## src/rtl/fwd_hazard_tracker.sv

```systemverilog
// Forwarding hazard tracker: keeps shadow copies of the EX/MEM/WB destination
// info, raises per-operand producer match flags for the forwarding muxes, and
// requests a one-cycle stall for load-use and branch-in-ID hazards.
module fwd_hazard_tracker #(
  parameter int RW = 5,
  parameter int CW = 16
) (
  input  logic          clk,
  input  logic          rst,
  input  logic          id_valid,
  input  logic [RW-1:0] id_rs,
  input  logic [RW-1:0] id_rt,
  input  logic          id_rs_used,
  input  logic          id_rt_used,
  input  logic [RW-1:0] id_rd,
  input  logic          id_regwrite,
  input  logic          id_load,
  input  logic          id_branch,
  input  logic          flush,
  output logic          idsrc1ex,
  output logic          idsrc1mem,
  output logic          rfd2alueq,
  output logic          rfd2dmbeq,
  output logic          aluaeq,
  output logic          memaeq,
  output logic          alubeq,
  output logic          membeq,
  output logic          stall,
  output logic [CW-1:0] stall_count
);

  // Shadow pipeline state
  logic [RW-1:0] ex_rs, ex_rt, ex_rd;
  logic          ex_we, ex_load, ex_rs_used, ex_rt_used;
  logic [RW-1:0] mem_rd;
  logic          mem_we, mem_load;
  logic [RW-1:0] wb_rd;
  logic          wb_we;

  // Register 0 is hardwired, so a producer writing it never forwards.
  function automatic logic match(input logic we, input logic [RW-1:0] rd,
                                 input logic [RW-1:0] r);
    return we && (rd != '0) && (rd == r);
  endfunction

  // Counter holds at all-ones instead of wrapping.
  function automatic logic [CW-1:0] sat_inc(input logic [CW-1:0] v);
    logic [CW-1:0] one;
    one = {{(CW-1){1'b0}}, 1'b1};
    return (&v) ? v : v + one;
  endfunction

  // Source-versus-producer hits for the ID instruction
  logic id_rs_ex, id_rt_ex, id_rs_mem, id_rt_mem, id_rs_wb, id_rt_wb;
  logic haz_a, haz_b, haz_c, ex_cap;

  // ID operand comparisons against each in-flight producer
  always_comb begin
    id_rs_ex  = id_rs_used & match(ex_we,  ex_rd,  id_rs);
    id_rt_ex  = id_rt_used & match(ex_we,  ex_rd,  id_rt);
    id_rs_mem = id_rs_used & match(mem_we, mem_rd, id_rs);
    id_rt_mem = id_rt_used & match(mem_we, mem_rd, id_rt);
    id_rs_wb  = id_rs_used & match(wb_we,  wb_rd,  id_rs);
    id_rt_wb  = id_rt_used & match(wb_we,  wb_rd,  id_rt);
  end

  // Stall request: load-use, branch vs EX producer, branch vs MEM load
  always_comb begin
    haz_a  = ex_load & (id_rs_ex | id_rt_ex);
    haz_b  = id_branch & (id_rs_ex | id_rt_ex);
    haz_c  = id_branch & mem_load & (id_rs_mem | id_rt_mem);
    stall  = id_valid & (haz_a | haz_b | haz_c);
    ex_cap = id_valid & ~stall & ~flush;
  end

  // Forwarding flags; both of a pair may be set, the consumer prefers MEM
  always_comb begin
    idsrc1ex  = id_valid & id_rs_mem;
    idsrc1mem = id_valid & id_rs_wb;
    rfd2alueq = id_valid & id_rt_mem;
    rfd2dmbeq = id_valid & id_rt_wb;
    aluaeq    = ex_rs_used & match(mem_we, mem_rd, ex_rs);
    memaeq    = ex_rs_used & match(wb_we,  wb_rd,  ex_rs);
    alubeq    = ex_rt_used & match(mem_we, mem_rd, ex_rt);
    membeq    = ex_rt_used & match(wb_we,  wb_rd,  ex_rt);
  end

  // Advance producer info one stage per clock; EX takes a bubble on stall/flush
  always_ff @(posedge clk or posedge rst) begin
    if (rst) begin
      ex_rs      <= '0;
      ex_rt      <= '0;
      ex_rd      <= '0;
      ex_we      <= 1'b0;
      ex_load    <= 1'b0;
      ex_rs_used <= 1'b0;
      ex_rt_used <= 1'b0;
      mem_rd     <= '0;
      mem_we     <= 1'b0;
      mem_load   <= 1'b0;
      wb_rd      <= '0;
      wb_we      <= 1'b0;
    end else begin
      // EX -> MEM -> WB
      wb_rd    <= mem_rd;
      wb_we    <= mem_we;
      mem_rd   <= ex_rd;
      mem_we   <= ex_we;
      mem_load <= ex_load;
      // ID -> EX
      if (ex_cap) begin
        ex_rs      <= id_rs;
        ex_rt      <= id_rt;
        ex_rd      <= id_rd;
        ex_we      <= id_regwrite;
        ex_load    <= id_load;
        ex_rs_used <= id_rs_used;
        ex_rt_used <= id_rt_used;
      end else begin
        ex_rs      <= '0;
        ex_rt      <= '0;
        ex_rd      <= '0;
        ex_we      <= 1'b0;
        ex_load    <= 1'b0;
        ex_rs_used <= 1'b0;
        ex_rt_used <= 1'b0;
      end
    end
  end

  // Saturating stall-cycle counter for performance debug
  always_ff @(posedge clk or posedge rst) begin
    if (rst) begin
      stall_count <= '0;
    end else if (stall) begin
      stall_count <= sat_inc(stall_count);
    end
  end

endmodule

```

## config.mk

```make
export PLATFORM = sky130hd
export DESIGN_NAME = fwd_hazard_tracker
export DESIGN_NICKNAME = d
export VERILOG_FILES = /design/src/rtl/fwd_hazard_tracker.sv
export SDC_FILE = /design/constraint.sdc
export NUM_CORES = 1
export LEC_CHECK = 0
export ABC_AREA = 1
export CAP_MARGIN = 20
export CORE_ASPECT_RATIO = 0.9
export CORE_UTILIZATION = 35
export CTS_CLUSTER_DIAMETER = 40
export DETAILED_ROUTE_END_ITERATION = 10
export GPL_TIMING_DRIVEN = 1
export MAX_ROUTING_LAYER = met4
export PLACE_DENSITY = 0.69
export SYNTH_ARGS = -nofsm -noshare
export SYNTH_HDL_FRONTEND = slang
export SYNTH_SLANG_ARGS = --single-unit
```

## constraint.sdc

```tcl
create_clock -name clk -period 1.6 [get_ports clk]
set_input_delay 0.24 -clock clk [delete_from_list [all_inputs] [get_ports clk]]
set_output_delay 0.24 -clock clk [all_outputs]
set_load 0.05 [all_outputs]
```

==> results of run 1 <==
==> tightest hold or removal path: stages <==
cell             delay [ns]
clkdlybuf4s50_1        0.41
inv_2                  0.07
buf_12                 0.25
==> through the flow <==
| step | hold slack (ns) | area [µm²] | setup WS (ns) |
|---|---|---|---|
| after global placement | 0.367 | 4050 | -0.450 |
| final | 0.262 | 4620 | -0.429 |
| after floorplan | 0.346 | 2930 | -0.175 |
| after CTS | 0.274 | 4430 | -0.397 |
| after detailed placement | 0.374 | 4050 | -0.524 |
| after global routing | 0.321 | 4620 | -0.484 |
==> cell type report <==
class | count | area, µm²
Fill cell | 634 | 3000
Clock inverter | 3 | 46.3
Inverter | 46 | 180
Clock buffer | 5 | 68.8
Tap cell | 96 | 120
Multi-Input combinational cell | 252 | 1680
Timing Repair Buffer | 125 | 1310
Sequential cell | 48 | 1220
==> power breakdown <==
group	leakage (nW)	internal, W	total, W	switching, W
logic	1.47	0.000234	0.000488	0.000254
registers	0.632	0.00125	0.00129	0.0000443
clock network	0.0548	0.000471	0.000929	0.000457
==> layout by cell type (no fill, tap or decap), types with 3 or more instances in the layout <==
| cell type | instances |
|---|---|
| o21ai_0 | 7 |
| nor2_4 | 7 |
| dfrtp_1 | 34 |
| nand4_1 | 21 |
| nand3_1 | 14 |
| o22ai_1 | 4 |
| nand3_2 | 4 |
| buf_6 | 13 |
| nor2_1 | 28 |
| buf_12 | 18 |
| dlymetal6s2s_1 | 3 |
| dlygate4sd2_1 | 8 |
| buf_4 | 69 |
| o211ai_1 | 3 |
| clkbuf_8 | 5 |
| nor2_2 | 17 |
| xnor2_1 | 11 |
| nor3_1 | 6 |
| clkdlybuf4s50_1 | 12 |
| nand2_1 | 78 |
| xor2_1 | 10 |
| inv_4 | 3 |
| nand2_2 | 9 |
| inv_1 | 31 |
| dfrtp_2 | 14 |
| inv_2 | 12 |
| nand3_4 | 3 |
| xnor2_2 | 7 |
==> routing by layer <==
layer  track usage [%]  vias up  share of wire, %
met5                 -        -                 0
met1              26.3     1409                39
li1                  -     1393                 -
met4              9.09        0               3.6
met3              3.25       31               5.9
met2              38.9      119                52
==> sequential cells by signal (all words and copies together) (netlist names), 5 cells and up <==
register / count
ex_rd: 5
ex_rs: 5
ex_rt: 5
mem_rd: 5
stall_count: 16
wb_rd: 5
==> cell families after synthesis <==
| logic type | count (synthesis) | synth area share, % |
|---|---|---|
| simple gates | 194 | 32.6 |
| fa+ha+maj | 1 | 0.450 |
| flops | 48 | 43.2 |
| xor+xnor | 28 | 8.81 |
| compound gates | 28 | 6.34 |
| buf+inv | 56 | 8.68 |
==> worst min-delay path by stage <==
stage | start | end
2_1_floorplan | id_load | ex_load
3_3_place_gp | ex_we | mem_we
3_5_place_dp | ex_we | mem_we
4_1_cts | rst | stall_count[8]
5_1_grt | rst | stall_count[0]
6_report | rst | stall_count[0]
==> repair_timing <==
| action | 4_1_cts | 5_1_grt |
|---|---|---|
| setup endpoints to repair | 43 | 44 |
| cloned | 2 | 1 |
| pin swaps | 30 | 28 |
| setup buffers | 9 | 9 |
| gates resized for setup | 57 | 35 |
==> run_results.csv, run 1 <==
group,metric,value,unit
synthesis,ys_types,30,
sta,relSlewSlack,70.3,%
worst_setup_path,critPathRequiredTime,1.36,ns
worst_setup_path,worst_setup_path_end_kind,"primary output",
synthesis,yosys.area.top_type,"dfrtp_1",
synthesis,synth_edf_count,0,
power,power,0.00271,W
synthesis,synth_nets,380,
synthesis,synth_top_area_share,43.2,%
worst_setup_path,critical_path.startpoint_type,"flop",
sta,min_period_over_period,127,%
worst_setup_path,crit_end,"stall",
worst_setup_path,r2r_slack,-0.21,ns
worst_setup_path,path_max_fanout,8,
clock_tree,postCtsHoldBufs,0,
power,vdd_drop_max,302,µV
worst_setup_path,crit-reg2reg-launch,"mem_rd[3]",
worst_setup_path,critical_path.max_stage_delay,0.49,ns
worst_setup_path,r2r-end,"stall_count[1]",
sta,final_max_slew_viol_count,0,
finish,post-route-util,60.6,%
worst_setup_path,crit_slowest_cell,"dfrtp_2",
detailed_routing,dr.pass1.iters,5,
detailed_routing,ant_nets,0,
synthesis,synth_area_leaders,"dfrtp_1 (43%), nand2_1 (11%), inv_1 (5.7%)",
run_status,violations,"negative setup slack",
run_status,status,"complete, but fails checks",
die,die_area,8310,µm²
worst_setup_path,crit_path_cell_trace,"a21oi_2 > nand2_2 > nor2_4 > nand3_2 > nand2_2 > nand2_2 > nand2_4 > inv_4 > nor2_4 > buf_12",
worst_setup_path,cp.arrival,1.79,ns
worst_setup_path,reg2reg_depth,11,
clock_tree,clock_latency,0.32,ns
synthesis,synth.cell_area,2780,µm²
synthesis,ys.flop_type,"dfrtp_1",
finish,instances_no_fill,575,
sta,tightest_slew,0.442,ns
global_route,grt_pass1_vias,2912,
finish,drive_above_1_share,42.6,%
sta,hold_viol,0,
synthesis,synthCells,355,
sta,rsz0062_at_grt,"true",
clock_tree,cts_tree,"done",
sta,setup_tns,-7.78,ns
placement,port_buffers,48,
worst_setup_path,crit_buf_inv,2,
global_route,grt_overflow,0,
worst_hold_path,hold_class,"primary input to asynchronous set/reset pin",
worst_setup_path,path_class,"flop to primary output",
finish,synthToLayoutAreaGrowth,66.0,%
detailed_routing,drt-total-wl,8720,µm
clock_tree,root_buffer,"clkbuf_8",
sta,setup_viol,44,
placement,place_congestion,0.911,
synthesis,syn_avg_cell_area,7.84,µm²
clock_tree,numCtsBuffers,5,
placement,dp_hpwl,5970,µm
detailed_routing,drt_iter0_drc,214,
die,die_h,86.6,µm
die,pin_count,49,
worst_setup_path,startpoint,"mem_rd[3]",
synthesis,ys_ff_latch,48,
worst_setup_path,cp.depth,10,
finish,n_antenna_cell,0,
clock_tree,cts.htree.levels,2,
clock_tree,path_clk_slew,0.10,ns
power,p_leak,2.16,nW
die,row_count,30,
synthesis,async_flop_share,100,%
global_route,grt_max_degree,49,
sta,fin_skew,0.00890,ns
die,start_util,36.5,%
global_route,grt_first_pass_wirelength,13800,µm
synthesis,synth_seq_area_share,43.2,%
global_route,grt_usage,22.6,%
synthesis,ys_warn_count,0,
job,drv_cap,0,
die,core,7620,µm²
detailed_routing,drt-wirelength-per-cell,15.2,µm
sta,fmax,493,MHz
worst_setup_path,cpMostUsedCell,"nand2_2",
die,die_w,96.0,µm
power,power_density,586,nW/µm²
synthesis,synth_common_cells,"nand2_1 (85), dfrtp_1 (48), inv_1 (42)",
sta,period_needed,2.03,ns
global_route,grt_antenna_before_repair,0,
detailed_routing,drcViolationCount,0,
finish,nNetsFinal,503,
detailed_routing,viasPerCell,5.13,
sta,final.setup.worst_slack,-0.429,ns
worst_setup_path,critical_path.top_delay_family,"simple AND/OR/NAND/NOR gates",
placement,dp_cells,550,
synthesis,yosysMostFrequentCell,"nand2_1",
clock_tree,clockBufferDepth,2,
detailed_routing,vias,2952,
clock_tree,clock-sinks,48,
(Power assumes the default switching activity.)
==> run 2, diff against run 1 <==
Settings changed: ABC_AREA 1 to 0, PLACE_DENSITY 0.69 to 0.7.
==> run 2 against run 1 <==
Routed wire length shrank 22%. First-iteration DRC count is 44% lower. Global-route usage fell by 3.0 points. The flow still finishes with violations (negative setup slack). Setup slack got worse by 0.28 ns. Sequential share of layout area up 4.3 points. Combinational power shrank 20%. Count of clock-buffer cells in the layout up 1. Largest cell class unchanged.
==> run_results.csv, run 2 <==
group,metric,value,unit
sta,min_period_over_period,144,%
power,p_sw_share,23.9,%
placement,dp_hpwl,4560,µm
clock_tree,root_buffer,"clkbuf_8",
clock_tree,cts_tree,"done",
global_route,grt_antenna_before_repair,0,
detailed_routing,drt-wirelength-per-cell,16.3,µm
finish,largest_reg_flops,16,
finish,synthToLayoutAreaGrowth,62.6,%
clock_tree,clock_latency,0.30,ns
worst_setup_path,cp.arrival,2.07,ns
detailed_routing,vias,2067,
synthesis,ys_warn_count,0,
sta,final_max_slew_viol_count,0,
synthesis,synth_nets,245,
run_status,violations,"negative setup slack",
power,power_density,651,nW/µm²
synthesis,ys_ff_latch,48,
placement,place_area,3500,µm²
finish,final_cell_mix,"buf_4 (59), dfrtp_1 (36), xnor2_1 (34), xor2_1 (28)",
worst_setup_path,crit-reg2reg-launch,"ex_rd[1]",
detailed_routing,ant_nets,0,
sta,fin_skew,0.00770,ns
worst_setup_path,r2r-end,"stall_count[7]",
worst_setup_path,startpoint,"ex_rd[1]",
synthesis,ys_types,31,
die,die_area,7310,µm²
sta,period_needed,2.31,ns
synthesis,yosysMostFrequentCell,"dfrtp_1",
sta,relSlewSlack,80.3,%
sta,fmax,434,MHz
finish,drive_above_1_share,49.2,%
finish,n_antenna_cell,0,
placement,place_congestion,0.837,
worst_setup_path,crit_path_cell_trace,"buf_6 > xor2_1 > nor4_2 > nand3_1 > a21o_1 > a21boi_4 > buf_12 > buf_12",
worst_hold_path,hold_class,"primary input to asynchronous set/reset pin",
clock_tree,path_clk_slew,0.09,ns
finish,stdcell_area,3970,µm²
die,die_w,90.0,µm
worst_setup_path,r2r_slack,-0.68,ns
synthesis,syn_avg_cell_area,11.1,µm²
detailed_routing,drt_iter0_drc,120,
synthesis,ys.flop_type,"dfrtp_1",
die,row_count,28,
worst_setup_path,worst_setup_path_end_kind,"primary output",
power,p_int,0.00196,W
finish,nNetsFinal,349,
detailed_routing,dr.pass1.iters,4,
placement,dp_cells,392,
sta,setup_tns,-24.99,ns
worst_setup_path,crit_slowest_cell,"dfrtp_1",
detailed_routing,viasPerCell,4.98,
power,switchingPower,0.000618,W
finish,regMostFlops,"stall_count",
synthesis,synth_area_leaders,"dfrtp_1 (49%), xnor2_1 (13%), xor2_1 (10%)",
die,die_h,81.2,µm
die,pin_count,49,
synthesis,synth_seq_area_share,49.3,%
clock_tree,numCtsBuffers,5,
synthesis,async_flop_share,100,%
sta,tightest_slew,0.296,ns
clock_tree,postCtsHoldBufs,0,
synthesis,synthCells,220,
die,start_util,36.6,%
finish,layout_commonest_cell,"buf_4",
power,vdd_drop_max,419,µV
synthesis,synth_top_area_share,49.3,%
worst_setup_path,path_max_fanout,2,
sta,final.setup.worst_slack,-0.706,ns
synthesis,synth_edf_count,0,
sta,hold_viol,0,
finish,instances_no_fill,415,
worst_setup_path,reg2reg_depth,11,
global_route,grt_max_degree,49,
worst_setup_path,cpMostUsedCell,"buf_12",
worst_setup_path,critical_path.startpoint_type,"flop",
placement,port_buffers,48,
detailed_routing,drcViolationCount,0,
job,drv_cap,0,
detailed_routing,drt-total-wl,6770,µm
run_status,status,"complete, but fails checks",
sta,worst_hold_slack,0.270,ns
synthesis,synth.cell_area,2440,µm²
sta,setup_viol,44,
die,core,6660,µm²
worst_setup_path,path_class,"flop to primary output",
clock_tree,clock-sinks,48,
global_route,grt_overflow,0,
global_route,grt_pass1_vias,2102,
worst_setup_path,critPathRequiredTime,1.36,ns
power,p_seq_share,49.4,%
power,p_leak,1.85,nW
power,power_frac_comb,15.0,%
placement,dp_worst_setup_slack,-0.777,ns
synthesis,yosys.area.top_type,"dfrtp_1",
clock_tree,cts.htree.levels,2,
global_route,grt_first_pass_wirelength,10500,µm
global_route,grt_usage,19.6,%
sta,rsz0062_at_grt,"true",
clock_tree,clockBufferDepth,2,
power,clkPwrFrac,35.6,%
worst_setup_path,critical_path.max_stage_delay,0.39,ns
synthesis,synth_common_cells,"dfrtp_1 (48), xnor2_1 (36), xor2_1 (28)",
## run 2: cell count changes after synthesis, moves of 10 or more
cell | before | now
nand4_1 | 21 | 9
xnor2_1 | 18 | 36
nor2_2 | 10 | 0
and3_1 | 0 | 12
inv_1 | 42 | 3
nor2_1 | 41 | 3
nand2_1 | 85 | 3
and2_1 | 0 | 20
xor2_1 | 10 | 28
## run 2: timing repair
action	in CTS	in global routing
gates cloned	3	1
gates resized for setup	31	35
pin swaps	21	14
endpoints found under the setup margin	44	44
buffers inserted	8	3
## run 2: through the flow
step / total power (W) / util, %
floorplan: 0.00147 / -
global placement: 0.00163 / 52.6
detailed placement: 0.00164 / 52.6
CTS: 0.00256 / 57.3
global route: 0.00268 / 59.6
finish: 0.00258 / 59.6
## run 2: worst max-delay path: cells and delay by family, from the launching register on
kind | cells | cell delay (ns)
buffers and inverters | 3 | 0.37
XOR/XNOR | 1 | 0.16
AO/OA/AOI/OAI | 2 | 0.44
AND/OR/NAND/NOR | 2 | 0.41
flip-flops | 1 | 0.39
## run 2: cell type report
type | instances | area (µm²)
tap | 90 | 113
fill | 524 | 2690
timing repair buffer | 108 | 1090
clock buffer | 6 | 82.6
clock inverter | 2 | 38.8
multi-input combinational | 158 | 1420
sequential | 48 | 1220
inverter | 3 | 11.3
## run 2: cells by family after synthesis
logic type / after synthesis / synth area share [%]
buf+inv: 17 / 4.21
mux: 1 / 0.462
xor+xnor: 64 / 23.0
compound gates: 8 / 2.72
fa+ha+maj: 1 / 0.513
simple gates: 81 / 19.9
flops: 48 / 49.3
## run 2: power groups by stage
| stage | combinational, W | sequential, W | clock [W] |
|---|---|---|---|
| detailed placement | 0.000341 | 0.00130 | 0 |
| finish | 0.000388 | 0.00127 | 0.000919 |
| floorplan | 0.000179 | 0.00129 | 0 |
| CTS | 0.000356 | 0.00127 | 0.000930 |
| global placement | 0.000337 | 0.00129 | 0 |
| global route | 0.000418 | 0.00128 | 0.000986 |
## run 2: metal layers
layer  vias to the layer above  part of all wire (%)  GRT usage [%]
met2                        68                    49           32.0
met3                        16                   4.2           2.90
met5                         -                     0              -
li1                        965                     -              -
met1                      1018                    44           25.4
met4                         0                   2.0           6.45
## run 2: worst max-delay path by stage
stage	to	slack (ns)	cells after the start
after floorplan	stall_count[1]	-0.35	7
after global placement	ex_rs[3]	-0.79	7
after detailed placement	ex_rd[0]	-0.78	7
after CTS	stall	-0.71	8
after global routing	stall	-0.78	8
final	stall	-0.71	8
